[config.mk]
export PLATFORM = sky130hd
export DESIGN_NAME = regfile_wb_scheduler_flat
export DESIGN_NICKNAME = d
export VERILOG_FILES = /design/src/rtl/regfile_wb_scheduler_pkg.sv /design/src/rtl/regfile_wb_scheduler_if.sv /design/src/rtl/regfile_wb_scheduler_scoreboard.sv /design/src/rtl/regfile_wb_scheduler.sv /design/src/flat_wrapper.sv
export SDC_FILE = /design/constraint.sdc
export NUM_CORES = 1
export LEC_CHECK = 0
export CORE_MARGIN = 2
export CORE_UTILIZATION = 25
export CTS_CLUSTER_DIAMETER = 150
export DETAILED_ROUTE_END_ITERATION = 8
export GPL_TIMING_DRIVEN = 0
export PLACE_DENSITY = 0.61
export SKIP_LAST_GASP = 1
export SLEW_MARGIN = 20
export SYNTH_ARGS = -nofsm -noshare
export SYNTH_HDL_FRONTEND = slang
export SYNTH_SLANG_ARGS = --single-unit
[constraint.sdc]
create_clock -name clk -period 2.37 [get_ports clk]
set_clock_uncertainty 0.05 [all_clocks]
set_input_delay 0.237 -clock clk [delete_from_list [all_inputs] [get_ports clk]]
set_output_delay 0.237 -clock clk [all_outputs]
set_load 0.02 [all_outputs]
[src/rtl/regfile_wb_scheduler_pkg.sv]
// Shared constants and state encoding for the register-file write-port scheduler.
package regfile_wb_scheduler_pkg;
  localparam int NREG = 32;
  localparam int AW   = 5;
  localparam int DW   = 32;

  localparam logic [AW-1:0] REG_ZERO = 5'd0;
  localparam logic [AW-1:0] REG_RA   = 5'd31;

  typedef enum logic {
    ST_CLEAR = 1'b0,
    ST_RUN   = 1'b1
  } state_t;
endpackage

[src/rtl/regfile_wb_scheduler_if.sv]
// Bundle of ID, WB, long-unit and register-file write-port signals around the scheduler.
interface regfile_wb_scheduler_if;
  import regfile_wb_scheduler_pkg::*;

  logic          id_valid;
  logic [AW-1:0] id_rs;
  logic [AW-1:0] id_rt;
  logic          id_use_rs;
  logic          id_use_rt;
  logic [AW-1:0] id_rd;
  logic          id_long;
  logic          id_stall;

  logic          wb_we;
  logic [AW-1:0] wb_rw;
  logic [DW-1:0] wb_data;

  logic          lu_valid;
  logic [AW-1:0] lu_rw;
  logic [DW-1:0] lu_data;
  logic          lu_ready;

  logic          rf_we;
  logic [AW-1:0] rf_rw;
  logic [DW-1:0] rf_busw;
  logic          init_done;

  modport master (
    output id_valid, id_rs, id_rt, id_use_rs, id_use_rt, id_rd, id_long,
    output wb_we, wb_rw, wb_data,
    output lu_valid, lu_rw, lu_data,
    input  id_stall, lu_ready, rf_we, rf_rw, rf_busw, init_done
  );

  modport slave (
    input  id_valid, id_rs, id_rt, id_use_rs, id_use_rt, id_rd, id_long,
    input  wb_we, wb_rw, wb_data,
    input  lu_valid, lu_rw, lu_data,
    output id_stall, lu_ready, rf_we, rf_rw, rf_busw, init_done
  );
endinterface

[src/rtl/regfile_wb_scheduler_scoreboard.sv]
// Busy vector for destinations owed by the long-latency unit, with hazard lookup.
module regfile_scoreboard
  import regfile_wb_scheduler_pkg::*;
(
  input  logic          clk,
  input  logic          rst_n,
  input  logic          i_set_en,
  input  logic [AW-1:0] i_set_addr,
  input  logic          i_clr_en,
  input  logic [AW-1:0] i_clr_addr,
  input  logic [AW-1:0] i_rs,
  input  logic [AW-1:0] i_rt,
  input  logic [AW-1:0] i_rd,
  output logic          o_rs_busy,
  output logic          o_rt_busy,
  output logic          o_rd_busy
);
  logic [NREG-1:0] r_busy;
  logic [NREG-1:0] w_set_hit;
  logic [NREG-1:0] w_clr_hit;

  // Register 0 never becomes busy, so its hit lines are tied low.
  genvar gi;
  generate
    for (gi = 0; gi < NREG; gi++) begin : g_hit
      if (gi == 0) begin : g_zero
        assign w_set_hit[gi] = 1'b0;
        assign w_clr_hit[gi] = 1'b0;
      end else begin : g_reg
        assign w_set_hit[gi] = i_set_en && (i_set_addr == AW'(gi));
        assign w_clr_hit[gi] = i_clr_en && (i_clr_addr == AW'(gi));
      end
    end
  endgenerate

  always_ff @(posedge clk or negedge rst_n) begin
    if (!rst_n) begin
      r_busy <= '0;
    end else begin
      r_busy <= (r_busy & ~w_clr_hit) | w_set_hit;
    end
  end

  assign o_rs_busy = r_busy[i_rs];
  assign o_rt_busy = r_busy[i_rt];
  assign o_rd_busy = r_busy[i_rd];
endmodule

[src/rtl/regfile_wb_scheduler.sv]
// Write-port controller: post-reset clear sweep, WB/long-unit arbitration,
// starvation throttling and RAW/WAW issue stalls.
module regfile_wb_scheduler
  import regfile_wb_scheduler_pkg::*;
#(
  parameter int STARVE_MAX = 4
) (
  input  logic                  clk,
  input  logic                  rst_n,
  regfile_wb_scheduler_if.slave bus
);
  state_t        r_state;
  state_t        w_state_next;
  logic [AW-1:0] r_clr_cnt;
  logic [AW-1:0] w_clr_cnt_next;
  logic [3:0]    r_starve_cnt;

  logic w_rs_busy;
  logic w_rt_busy;
  logic w_rd_busy;
  logic w_xfer;
  logic w_issue;
  logic w_starved;
  logic w_hazard;

  assign w_xfer    = bus.lu_valid && bus.lu_ready;
  assign w_issue   = bus.id_valid && !bus.id_stall && bus.id_long && (bus.id_rd != REG_ZERO);
  assign w_starved = (r_starve_cnt >= 4'(STARVE_MAX));
  assign w_hazard  = (bus.id_use_rs && w_rs_busy) || (bus.id_use_rt && w_rt_busy) ||
                     w_rd_busy || w_starved;

  regfile_scoreboard u_scoreboard (
    .clk        (clk),
    .rst_n      (rst_n),
    .i_set_en   (w_issue),
    .i_set_addr (bus.id_rd),
    .i_clr_en   (w_xfer),
    .i_clr_addr (bus.lu_rw),
    .i_rs       (bus.id_rs),
    .i_rt       (bus.id_rt),
    .i_rd       (bus.id_rd),
    .o_rs_busy  (w_rs_busy),
    .o_rt_busy  (w_rt_busy),
    .o_rd_busy  (w_rd_busy)
  );

  always_ff @(posedge clk or negedge rst_n) begin
    if (!rst_n) begin
      r_state   <= ST_CLEAR;
      r_clr_cnt <= '0;
    end else begin
      r_state   <= w_state_next;
      r_clr_cnt <= w_clr_cnt_next;
    end
  end

  // Outputs are gated by rst_n so they sit at their idle values while reset is held.
  always_comb begin
    w_state_next   = r_state;
    w_clr_cnt_next = r_clr_cnt;
    bus.rf_we      = 1'b0;
    bus.rf_rw      = '0;
    bus.rf_busw    = '0;
    bus.lu_ready   = 1'b0;
    bus.id_stall   = 1'b1;
    bus.init_done  = 1'b0;
    if (rst_n) begin
      case (r_state)
        ST_CLEAR: begin
          bus.rf_we      = 1'b1;
          bus.rf_rw      = r_clr_cnt;
          w_clr_cnt_next = r_clr_cnt + AW'(1);
          if (r_clr_cnt == AW'(NREG - 1)) begin
            w_state_next = ST_RUN;
          end
        end
        ST_RUN: begin
          bus.init_done = 1'b1;
          bus.id_stall  = bus.id_valid && w_hazard;
          if (bus.wb_we) begin
            bus.rf_we   = (bus.wb_rw != REG_ZERO);
            bus.rf_rw   = bus.wb_rw;
            bus.rf_busw = bus.wb_data;
          end else if (bus.lu_valid) begin
            bus.lu_ready = 1'b1;
            bus.rf_we    = (bus.lu_rw != REG_ZERO);
            bus.rf_rw    = bus.lu_rw;
            bus.rf_busw  = bus.lu_data;
          end
        end
        default: begin
          w_state_next = ST_CLEAR;
        end
      endcase
    end
  end

  always_ff @(posedge clk or negedge rst_n) begin
    if (!rst_n) begin
      r_starve_cnt <= '0;
    end else if ((r_state == ST_RUN) && bus.lu_valid && !bus.lu_ready) begin
      if (r_starve_cnt != 4'd15) begin
        r_starve_cnt <= r_starve_cnt + 4'd1;
      end
    end else begin
      r_starve_cnt <= '0;
    end
  end
endmodule

[src/flat_wrapper.sv]
// flat-port wrapper written by rule: the top's interface ports become plain ports
module regfile_wb_scheduler_flat import regfile_wb_scheduler_pkg::*;
#(
  parameter int STARVE_MAX = 4
)
  (clk, rst_n, bus_id_valid, bus_id_rs, bus_id_rt, bus_id_use_rs, bus_id_use_rt, bus_id_rd, bus_id_long, bus_wb_we, bus_wb_rw, bus_wb_data, bus_lu_valid, bus_lu_rw, bus_lu_data, bus_id_stall, bus_lu_ready, bus_rf_we, bus_rf_rw, bus_rf_busw, bus_init_done);
  regfile_wb_scheduler_if bus_i ();
  input  logic clk;
  input  logic rst_n;
  input wire logic [$bits(bus_i.id_valid)-1:0] bus_id_valid;
  input wire logic [$bits(bus_i.id_rs)-1:0] bus_id_rs;
  input wire logic [$bits(bus_i.id_rt)-1:0] bus_id_rt;
  input wire logic [$bits(bus_i.id_use_rs)-1:0] bus_id_use_rs;
  input wire logic [$bits(bus_i.id_use_rt)-1:0] bus_id_use_rt;
  input wire logic [$bits(bus_i.id_rd)-1:0] bus_id_rd;
  input wire logic [$bits(bus_i.id_long)-1:0] bus_id_long;
  input wire logic [$bits(bus_i.wb_we)-1:0] bus_wb_we;
  input wire logic [$bits(bus_i.wb_rw)-1:0] bus_wb_rw;
  input wire logic [$bits(bus_i.wb_data)-1:0] bus_wb_data;
  input wire logic [$bits(bus_i.lu_valid)-1:0] bus_lu_valid;
  input wire logic [$bits(bus_i.lu_rw)-1:0] bus_lu_rw;
  input wire logic [$bits(bus_i.lu_data)-1:0] bus_lu_data;
  output wire logic [$bits(bus_i.id_stall)-1:0] bus_id_stall;
  output wire logic [$bits(bus_i.lu_ready)-1:0] bus_lu_ready;
  output wire logic [$bits(bus_i.rf_we)-1:0] bus_rf_we;
  output wire logic [$bits(bus_i.rf_rw)-1:0] bus_rf_rw;
  output wire logic [$bits(bus_i.rf_busw)-1:0] bus_rf_busw;
  output wire logic [$bits(bus_i.init_done)-1:0] bus_init_done;
  assign bus_i.id_valid = bus_id_valid;
  assign bus_i.id_rs = bus_id_rs;
  assign bus_i.id_rt = bus_id_rt;
  assign bus_i.id_use_rs = bus_id_use_rs;
  assign bus_i.id_use_rt = bus_id_use_rt;
  assign bus_i.id_rd = bus_id_rd;
  assign bus_i.id_long = bus_id_long;
  assign bus_i.wb_we = bus_wb_we;
  assign bus_i.wb_rw = bus_wb_rw;
  assign bus_i.wb_data = bus_wb_data;
  assign bus_i.lu_valid = bus_lu_valid;
  assign bus_i.lu_rw = bus_lu_rw;
  assign bus_i.lu_data = bus_lu_data;
  assign bus_id_stall = bus_i.id_stall;
  assign bus_lu_ready = bus_i.lu_ready;
  assign bus_rf_we = bus_i.rf_we;
  assign bus_rf_rw = bus_i.rf_rw;
  assign bus_rf_busw = bus_i.rf_busw;
  assign bus_init_done = bus_i.init_done;
  regfile_wb_scheduler #(.STARVE_MAX(STARVE_MAX)) u_core (.clk(clk), .rst_n(rst_n), .bus(bus_i));
endmodule
# Word-level counts from Yosys, hierarchy flattened
# Index checks and enable logic that the tools add are counted.
word_totals:
  reg_bits: 42
  out_inout_bits: 41
op_classes:
  n_bitwise: 4
  order_cmp: 4
  reduce_logical: 80
  n_eq_ne: 65
  mux: 30
  add_sub_neg: 2
op_table:
  columns: ["cell", "n"]
  rows:
  - ["$eq 5x5->1 const B", 33]
  - ["$mux 32", 4]
  - ["$eq 5x4->1 const B", 16]
  - ["$logic_and 1x1->1", 71]
  - ["$eq 5x3->1 const B", 8]
  - ["$and 32x32->32", 1]
  - ["$not 32->32", 1]
  - ["$or 32x32->32", 1]
  - ["$eq 5x2->1 const B", 4]
  - ["$lt 5x6->1 const B", 3]
  - ["$mux 1", 16]
  - ["$bmux 1 s5", 3]
  - ["$mux 5", 3]
  - ["$reduce_bool 5->1", 3]
  - ["$eq 5x1->1 const B", 2]
  - ["$pmux 5 s2", 1]
  - ["$mux 4", 2]
  - ["$add 5x1->5 const B", 1]
  - ["$add 4x1->4 const B", 1]
  - ["$ge 4x3->1 const B", 1]
  - ["$ne 4x4->1 const B", 1]
  - ["$logic_or 1x1->1", 3]
  - ["$logic_not 1->1", 2]
  - ["$ne 2x2->1 const B", 1]
  - ["other kinds (3)", 3]

# Longest topological paths before layout
# Gate-level depths: netlist of run 1.
logic_depth:
  ltp_word: 15
  mapped_depth: 9

# By module
# From an unflattened synthesis of run 1, not the netlist that was laid out.
unflattened:
  cells_unflattened: 344
  area_unflattened_um2: 3180.6
modules_own_cells:
  columns: ["mod", "area_each_um2", "cells_each", "n_inst"]
  rows:
  - ["regfile_scoreboard", 2167.1, 233, 1]
  - ["regfile_wb_scheduler", 1013.5, 111, 1]

# Least setup slack after synthesis of run 1
# No wires, ideal clock.
synth_timing:
  path_type: "input -> output"
  startpoint: "in bus_id_rs[0]"
  endpoint: "out bus_id_stall"
  t_arrival_ps: 1782
  stages: 6
  path_slack_ps: 301
  n_path_buf: 1
  path_cell_list: "buf_2 -> mux4_2 -> o211a_1 -> a211oi_2 -> nand4_2 -> a21o_2"
synth_between:
  elab_chain_len: 9
synth_lines:
  columns: ["item", "line", "source"]
  rows:
  - ["from (decl)", "flat_wrapper.sv:11", "input wire logic [$bits(bus_i.id_rs)-1:0] bus_id_rs;"]
  - ["$bmux 1 s5", "regfile_wb_scheduler_scoreboard.sv:44", "assign o_rs_busy = r_busy[i_rs];"]
  - ["$mux 1 (not written as such)", "regfile_wb_scheduler_scoreboard.sv:44", null]
  - ["$logic_and 1x1->1", "regfile_wb_scheduler.sv:29", "assign w_hazard = (bus.id_use_rs && w_rs_busy) || (bus.id_use_rt && w_rt_busy) ||"]
  - ["$logic_or 1x1->1 (2 in series)", "regfile_wb_scheduler.sv:29", null]
  - ["$logic_or 1x1->1", "regfile_wb_scheduler.sv:30", "w_rd_busy || w_starved;"]
  - ["$logic_and 1x1->1", "regfile_wb_scheduler.sv:79", "bus.id_stall = bus.id_valid && w_hazard;"]
  - ["$mux 1", "regfile_wb_scheduler.sv:68", "case (r_state)"]
  - ["$mux 1", "regfile_wb_scheduler.sv:67", "if (rst_n) begin"]
  - ["to (decl)", "flat_wrapper.sv:23", "output wire logic [$bits(bus_i.id_stall)-1:0] bus_id_stall;"]
# Every way passes these cells. The select of a mux whose other input is x is not followed.

# Worst setup path after layout of run 1
layout_timing:
  startpoint: "reg u_core.u_scoreboard.r_busy[28]"
  endpoint: "out bus_id_stall"
layout_between:
  elab_chain_len: 9
layout_lines:
  columns: ["item", "line", "source"]
  rows:
  - ["from (decl)", "regfile_wb_scheduler_scoreboard.sv:18", "logic [NREG-1:0] r_busy;"]
  - ["from (signal assigned)", "regfile_wb_scheduler_scoreboard.sv:40", "r_busy <= (r_busy & ~w_clr_hit) | w_set_hit;"]
  - ["$bmux 1 s5, on equally long branches", "regfile_wb_scheduler_scoreboard.sv:44, regfile_wb_scheduler_scoreboard.sv:45", null]
  - ["$mux 1, on equally long branches", "regfile_wb_scheduler_scoreboard.sv:44, regfile_wb_scheduler_scoreboard.sv:45", null]
  - ["$logic_and 1x1->1", "regfile_wb_scheduler.sv:29", null]
  - ["$logic_or 1x1->1", "regfile_wb_scheduler.sv:29", null]
  - ["$logic_or 1x1->1 (*)", "regfile_wb_scheduler.sv:29", null]
  - ["$logic_or 1x1->1 (*)", "regfile_wb_scheduler.sv:30", null]
  - ["$logic_and 1x1->1 (*)", "regfile_wb_scheduler.sv:79", null]
  - ["$mux 1 (*)", "regfile_wb_scheduler.sv:68", null]
  - ["$mux 1 (*)", "regfile_wb_scheduler.sv:67", null]
# Every way passes the cells marked *; elsewhere a longest branch is shown, timed or not. The select of a mux whose other input is x is not followed.

==> results of run 1 <==
[synth_stat cells (4+ instances only)]
library cell,count
nor3b_1,4
nand4_1,5
nand3b_1,10
o21ai_0,36
nor2_1,17
a22o_1,33
nor3_1,5
dfrtp_1,41
mux2i_1,16
nand2_1,36
xnor2_1,4
buf_6,5
a22oi_1,4
mux4_2,8
nand2b_1,5
buf_2,5
nand3_1,18
o21ai_2,30
mux4_1,6
clkbuf_1,16
a31oi_1,4
nor2b_1,5
mux2_2,9
[registers in the layout, indices dropped and copies added, names as in the netlist]
name	count
u_core.u_scoreboard.r_busy	31
u_core.r_clr_cnt	5
u_core.r_starve_cnt	4
u_core.r_state	1
[timing repair]
item | CTS | global route
hold buffers | 2 | 0
endpoints found under the setup margin | 71 | 44
setup buffers | 6 | 4
cloned | 1 | 0
hold endpoints to repair | 9 | 0
gates resized for setup | 81 | 34
pin swaps | 3 | 3
[layout make-up]
class	count	area, µm²
inverter	3	11.3
fill	1399	8030
clock inverter	2	10.0
sequential	41	1030
clock buffer	6	129
buffer	25	188
tap	176	220
multi-input combinational	293	2320
timing repair buffer	147	1420
[cells by family (layout without fill, tap and decap cells)]
kind of cell,Yosys count,count (layout),synth area share
xor+xnor,4,4,0.0102
compound gates,122,122,0.265
buf+inv,29,183,0.0443
flops,41,41,0.298
fa+ha+maj,3,3,0.0109
simple gates,125,125,0.197
mux,39,39,0.174
[routing by layer]
| layer | wire [µm] | GRT usage | part of all wire |
|---|---|---|---|
| met5 | 0 | 0 | 0 |
| met4 | 201 | 0.0409 | 0.015 |
| met3 | 908 | 0.0329 | 0.070 |
| met2 | 6260 | 0.298 | 0.48 |
| met1 | 5650 | 0.228 | 0.43 |
[worst max-delay path, delay by kind of cell (launching register included)]
kind,cells,cell delay [ns]
multiplexers,3,0.72
AO/OA/AOI/OAI,2,0.50
flip-flops,1,0.44
AND/OR/NAND/NOR,1,0.16
buffers and inverters,1,0.13
[how the worst max path moves through the flow]
stage,startpoint,endpoint
global placement,rst_n,bus_rf_busw[1]
global route,u_core.u_scoreboard.r_busy[28],bus_id_stall
detailed placement,bus_id_rd[3],bus_id_stall
finish,u_core.u_scoreboard.r_busy[28],bus_id_stall
floorplan,bus_id_rs[0],bus_id_stall
CTS,bus_id_rs[1],bus_id_stall
[power by group through the flow]
stage | Combinational, mW | Sequential [mW] | Clock [mW]
CTS | 0.972 | 0.858 | 0.667
floorplan | 0.523 | 0.842 | 0
global placement | 0.974 | 0.861 | 0
detailed placement | 0.993 | 0.869 | 0
finish | 0.977 | 0.860 | 0.665
global route | 1.06 | 0.871 | 0.697
[through the flow]
step | TNS, ns | power (mW) | cell area (µm²) | hold slack [ns] | worst slack (ns)
after floorplan | 0 | 1.37 | 3440 | -0.109 | 0.301
after global placement | -166.89 | 1.84 | 4990 | 0.429 | -2.45
after detailed placement | -37.44 | 1.86 | 5010 | 0.110 | -1.11
after CTS | -0.241 | 2.50 | 5250 | 0.227 | -0.241
after global routing | -0.236 | 2.63 | 5320 | 0.234 | -0.236
final | -0.157 | 2.50 | 5320 | 0.226 | -0.157
==> results.toml, run 1 <==
[outcome]
status = "finished with violations"
failed_checks = "negative setup slack"

[floorplanning]
io_pins = 138
core.rowCount = 42
die_h_um = 121
initial_core_util = 0.258
core-area_um2 = 13300
dieArea_um2 = 14700
die_x_um = 121

[flow_run]
drv_cap = 0

[critical_path]
worstSetupPathType = "flip-flop to output port"
worstPathRequired_ns = 2.08
arrival_ns = 2.24
cp-start-kind = "flip-flop"
reg2reg_to = "u_core.u_scoreboard.r_busy[2]"
r2r_slack_ns = 0.15
crit_chain = "mux4_2 > mux2i_1 > mux2i_1 > a211oi_2 > nand4_4 > a21o_2 > buf_6"
worstRegToRegCells = 8
worst_path_max_delay_cell = "mux4_2"
cp_common_cell = "mux2i_1"
slowest_delay_ns = 0.47
reg2reg_from = "u_core.u_scoreboard.r_busy[28]"
cp_max_fo = 4
endpoint_kind = "output port"

[sta]
timing.final.crit_period_ns = 2.53
finalHoldViolCount = 0
maxSlewViolCount = 0
max-slew-margin-rel = 0.431
max_freq_ghz = 0.396
worst_pin_slew_ns = 0.847
final-setup-viol-count = 1
fin_ws_ns = -0.157
rsz0062_at_grt = "true"
finalCritPeriodShare = 1.07

[hold_path]
worstHoldEndpoint = "u_core.r_state"
hold_class = "input pin to flip-flop"
whs_path_depth = 2
min_from = "rst_n"

[final_layout]
final_cell_mix = "clkdlybuf4s50_1, dfrtp_1, nand2_1, o21ai_0, a22o_1"
nets = 616
final_layout_size_suffix_gt1_frac = 0.222
utilization = 0.398
layout_commonest_cell = "clkdlybuf4s50_1"
antenna_cells = 0
stdcell_count = 693
syn2layout_area_growth_pct = 54.5

[synthesis]
yosysSeqAreaShare = 0.298
synthDistinctLibCells = 52
ys_top_cells_by_area = "dfrtp_1, a22o_1, o21ai_2"
yosys.area.top_type = "dfrtp_1"
syn_inst = 363
synth_top_area_share = 0.298
synth_warnings = 0
ys_ff_latch = 41
synthArstFlopShare = 1.00
synth_area_um2 = 3440
synthFlopType = "dfrtp_1"
synth-edff-count = 0
syn_avg_cell_area_um2 = 9.48
synth_nets = 463

[drt]
final_antenna_net_count = 0
vias = 3687
drt-total-wl_mm = 13.0
viasPerCell = 5.32
dr.pass1.iters = 4
drc = 0
drtIter0Drc = 177
drt-wirelength-per-cell_um = 18.8

[grt]
grt_pass1_wl_mm = 20.1
grt_pass1_vias = 3784
grt.overflow.total = 0
antenna_found_initial = 0
grt_max_degree = 33
grt_usage = 0.174

[power_and_ir_drop]
power_density_nw_per_um2 = 470
p_leak_nw = 2.27
p_sw_frac = 0.343
pwr-share-clk = 0.266
p_sw_uw = 858
power_frac_comb = 0.391
p_int_mw = 1.64
p_seq_frac = 0.344
max-vdd-ir-drop_mv = 0.241

[placement]
port_buffers = 133
place_congestion = 0.922
hpwl_mm = 10.2
dpl.cell_count = 673

[clock_network]
numCtsBuffers = 5
clockBufferDepth = 2
clkSinkCount = 41
clkLatencyLatePin_ns = 0.28
cts-htree-levels = 2
root_buffer = "clkbuf_16"
cts_tree = "built"
path_clk_slew_ns = 0.06
Power figures use the tool's default switching activity.
==> run 2, diff against run 1 <==
GPL_ROUTABILITY_DRIVEN = 0   (was default)
==> results.toml, run 2 (synthesis results as in run 1) <==
[floorplanning]
dieArea_um2 = 14700
initial_core_util = 0.258
core-area_um2 = 13300
die_x_um = 121
die_h_um = 121
io_pins = 138
core.rowCount = 42

[power_and_ir_drop]
power_density_nw_per_um2 = 484
total_power_mw = 2.67
max-vdd-ir-drop_mv = 0.279
p_leak_nw = 2.78

[drt]
drc = 0
vias = 3666
dr.pass1.iters = 5
drtIter0Drc = 202
final_antenna_net_count = 0
viasPerCell = 5.24
drt-wirelength-per-cell_um = 17.9
drt-total-wl_mm = 12.6

[final_layout]
final_layout_size_suffix_gt1_frac = 0.212
nets = 622
layout_commonest_cell = "clkdlybuf4s50_1"
fillerInstances = 1355
largest_register_ffs = 31
final_cell_mix = "clkdlybuf4s50_1, dfrtp_1, dlymetal6s2s_1"
utilization = 0.413
syn2layout_area_growth_pct = 60.1
regMostFlops = "u_core.u_scoreboard.r_busy"
biggestRegsByFlops = "u_core.u_scoreboard.r_busy x31, u_core.r_clr_cnt x5, u_core.r_starve_cnt x4"
seqCellArea_um2 = 1030
multi_input_area_um2 = 2280

[sta]
setup_tns_ns = -0.190
finalCritPeriodShare = 1.08
worst_pin_slew_ns = 0.941
maxSlewViolCount = 0
fin_ws_ns = -0.190
final-setup-viol-count = 1
max_freq_ghz = 0.391
timing.final.crit_period_ns = 2.56
finalHoldViolCount = 0
max-slew-margin-rel = 0.371
rsz0062_at_grt = "true"

[grt]
grt_max_degree = 26
grt.overflow.total = 0
grt_pass1_vias = 3692
grt_usage = 0.170
antenna_found_initial = 1
grt_pass1_wl_mm = 19.5

[clock_network]
clkLatencyLatePin_ns = 0.28
numCtsBuffers = 5
cts-htree-levels = 2
clkSinkCount = 41
cts_tree = "built"
clockBufferDepth = 2
root_buffer = "clkbuf_16"
path_clk_slew_ns = 0.06

[critical_path]
cp_max_fo = 4
crit_family = "multiplexers"
worst_path_max_delay_cell = "mux4_2"
worstPathRequired_ns = 2.08
endpoint_kind = "output port"
cp_common_cell = "mux2i_1"
worstSetupPathType = "flip-flop to output port"
arrival_ns = 2.27
cp-start-kind = "flip-flop"
crit_chain = "mux4_2 > mux2i_1 > mux2i_1 > a211oi_2 > nand4_4 > a21o_2 > buf_6"
crit_buf_inv = 1
slowest_delay_ns = 0.48

[placement]
hpwl_mm = 9.96
place_ws_ns = -1.09
port_buffers = 133

[flow_run]
drv_cap = 0

[hold_path]
hold_class = "input pin to flip-flop"

[outcome]
failed_checks = "negative setup slack"
status = "finished with violations"
## run 2: path summary, 6_finish.rpt
check,startpoint,slack [ns],cells after the start,to
worst max register to register,u_core.u_scoreboard.r_busy[28],0.02,9,u_core.u_scoreboard.r_busy[10]
max in group asynchronous,rst_n,1.17,2,u_core.r_state
min in group asynchronous,rst_n,0.55,3,u_core.u_scoreboard.r_busy[4]
worst min register to register,u_core.r_clr_cnt[3],0.45,1,u_core.r_clr_cnt[3]
worst max-delay path,u_core.u_scoreboard.r_busy[28],-0.19,7,bus_id_stall
worst min-delay path,rst_n,0.20,2,u_core.r_state
## run 2: power by group
group	switching, mW	total, mW	internal, mW
Sequential	0.0796	0.856	0.776
Combinational	0.492	1.02	0.530
Clock	0.263	0.789	0.526
Total	0.835	2.67	1.83
## run 2: stage by stage
stage	cells	hold slack, ns	instance area (µm²)
6_report	700	0.204	5510
4_1_cts	689	-0.124	5310
5_1_grt	700	0.213	5510
3_3_place_gp	672	0.430	4990
2_1_floorplan	363	-0.109	3440
3_5_place_dp	673	0.173	5010
## run 2: layout make-up
cell class              instances  share of cell area
diodes                          1            0.000454
plain buffers                  25              0.0381
clock buffers                   7              0.0259
clock inverters                 1             0.00545
inverters                       3             0.00204
multi-input cells             293               0.415
flip-flops and latches         41               0.186
well taps                     176              0.0400
repair buffers                153               0.287
## run 2: per-layer routing
layer	global-route usage	wire length, µm	up-vias	share of wire
li1	-	-	1726	-
met1	0.217	5210	1763	0.41
met2	0.289	6030	167	0.48
met3	0.0399	1160	10	0.092
met4	0.0402	153	0	0.012
met5	0	0	-	0
## run 2: timing repair
item,4_1_cts,5_1_grt
setup buffers,9,7
endpoints found under the setup margin,71,70
cloned,0,1
hold endpoints to repair,16,16
pin swaps,3,3
gates resized for setup,43,56
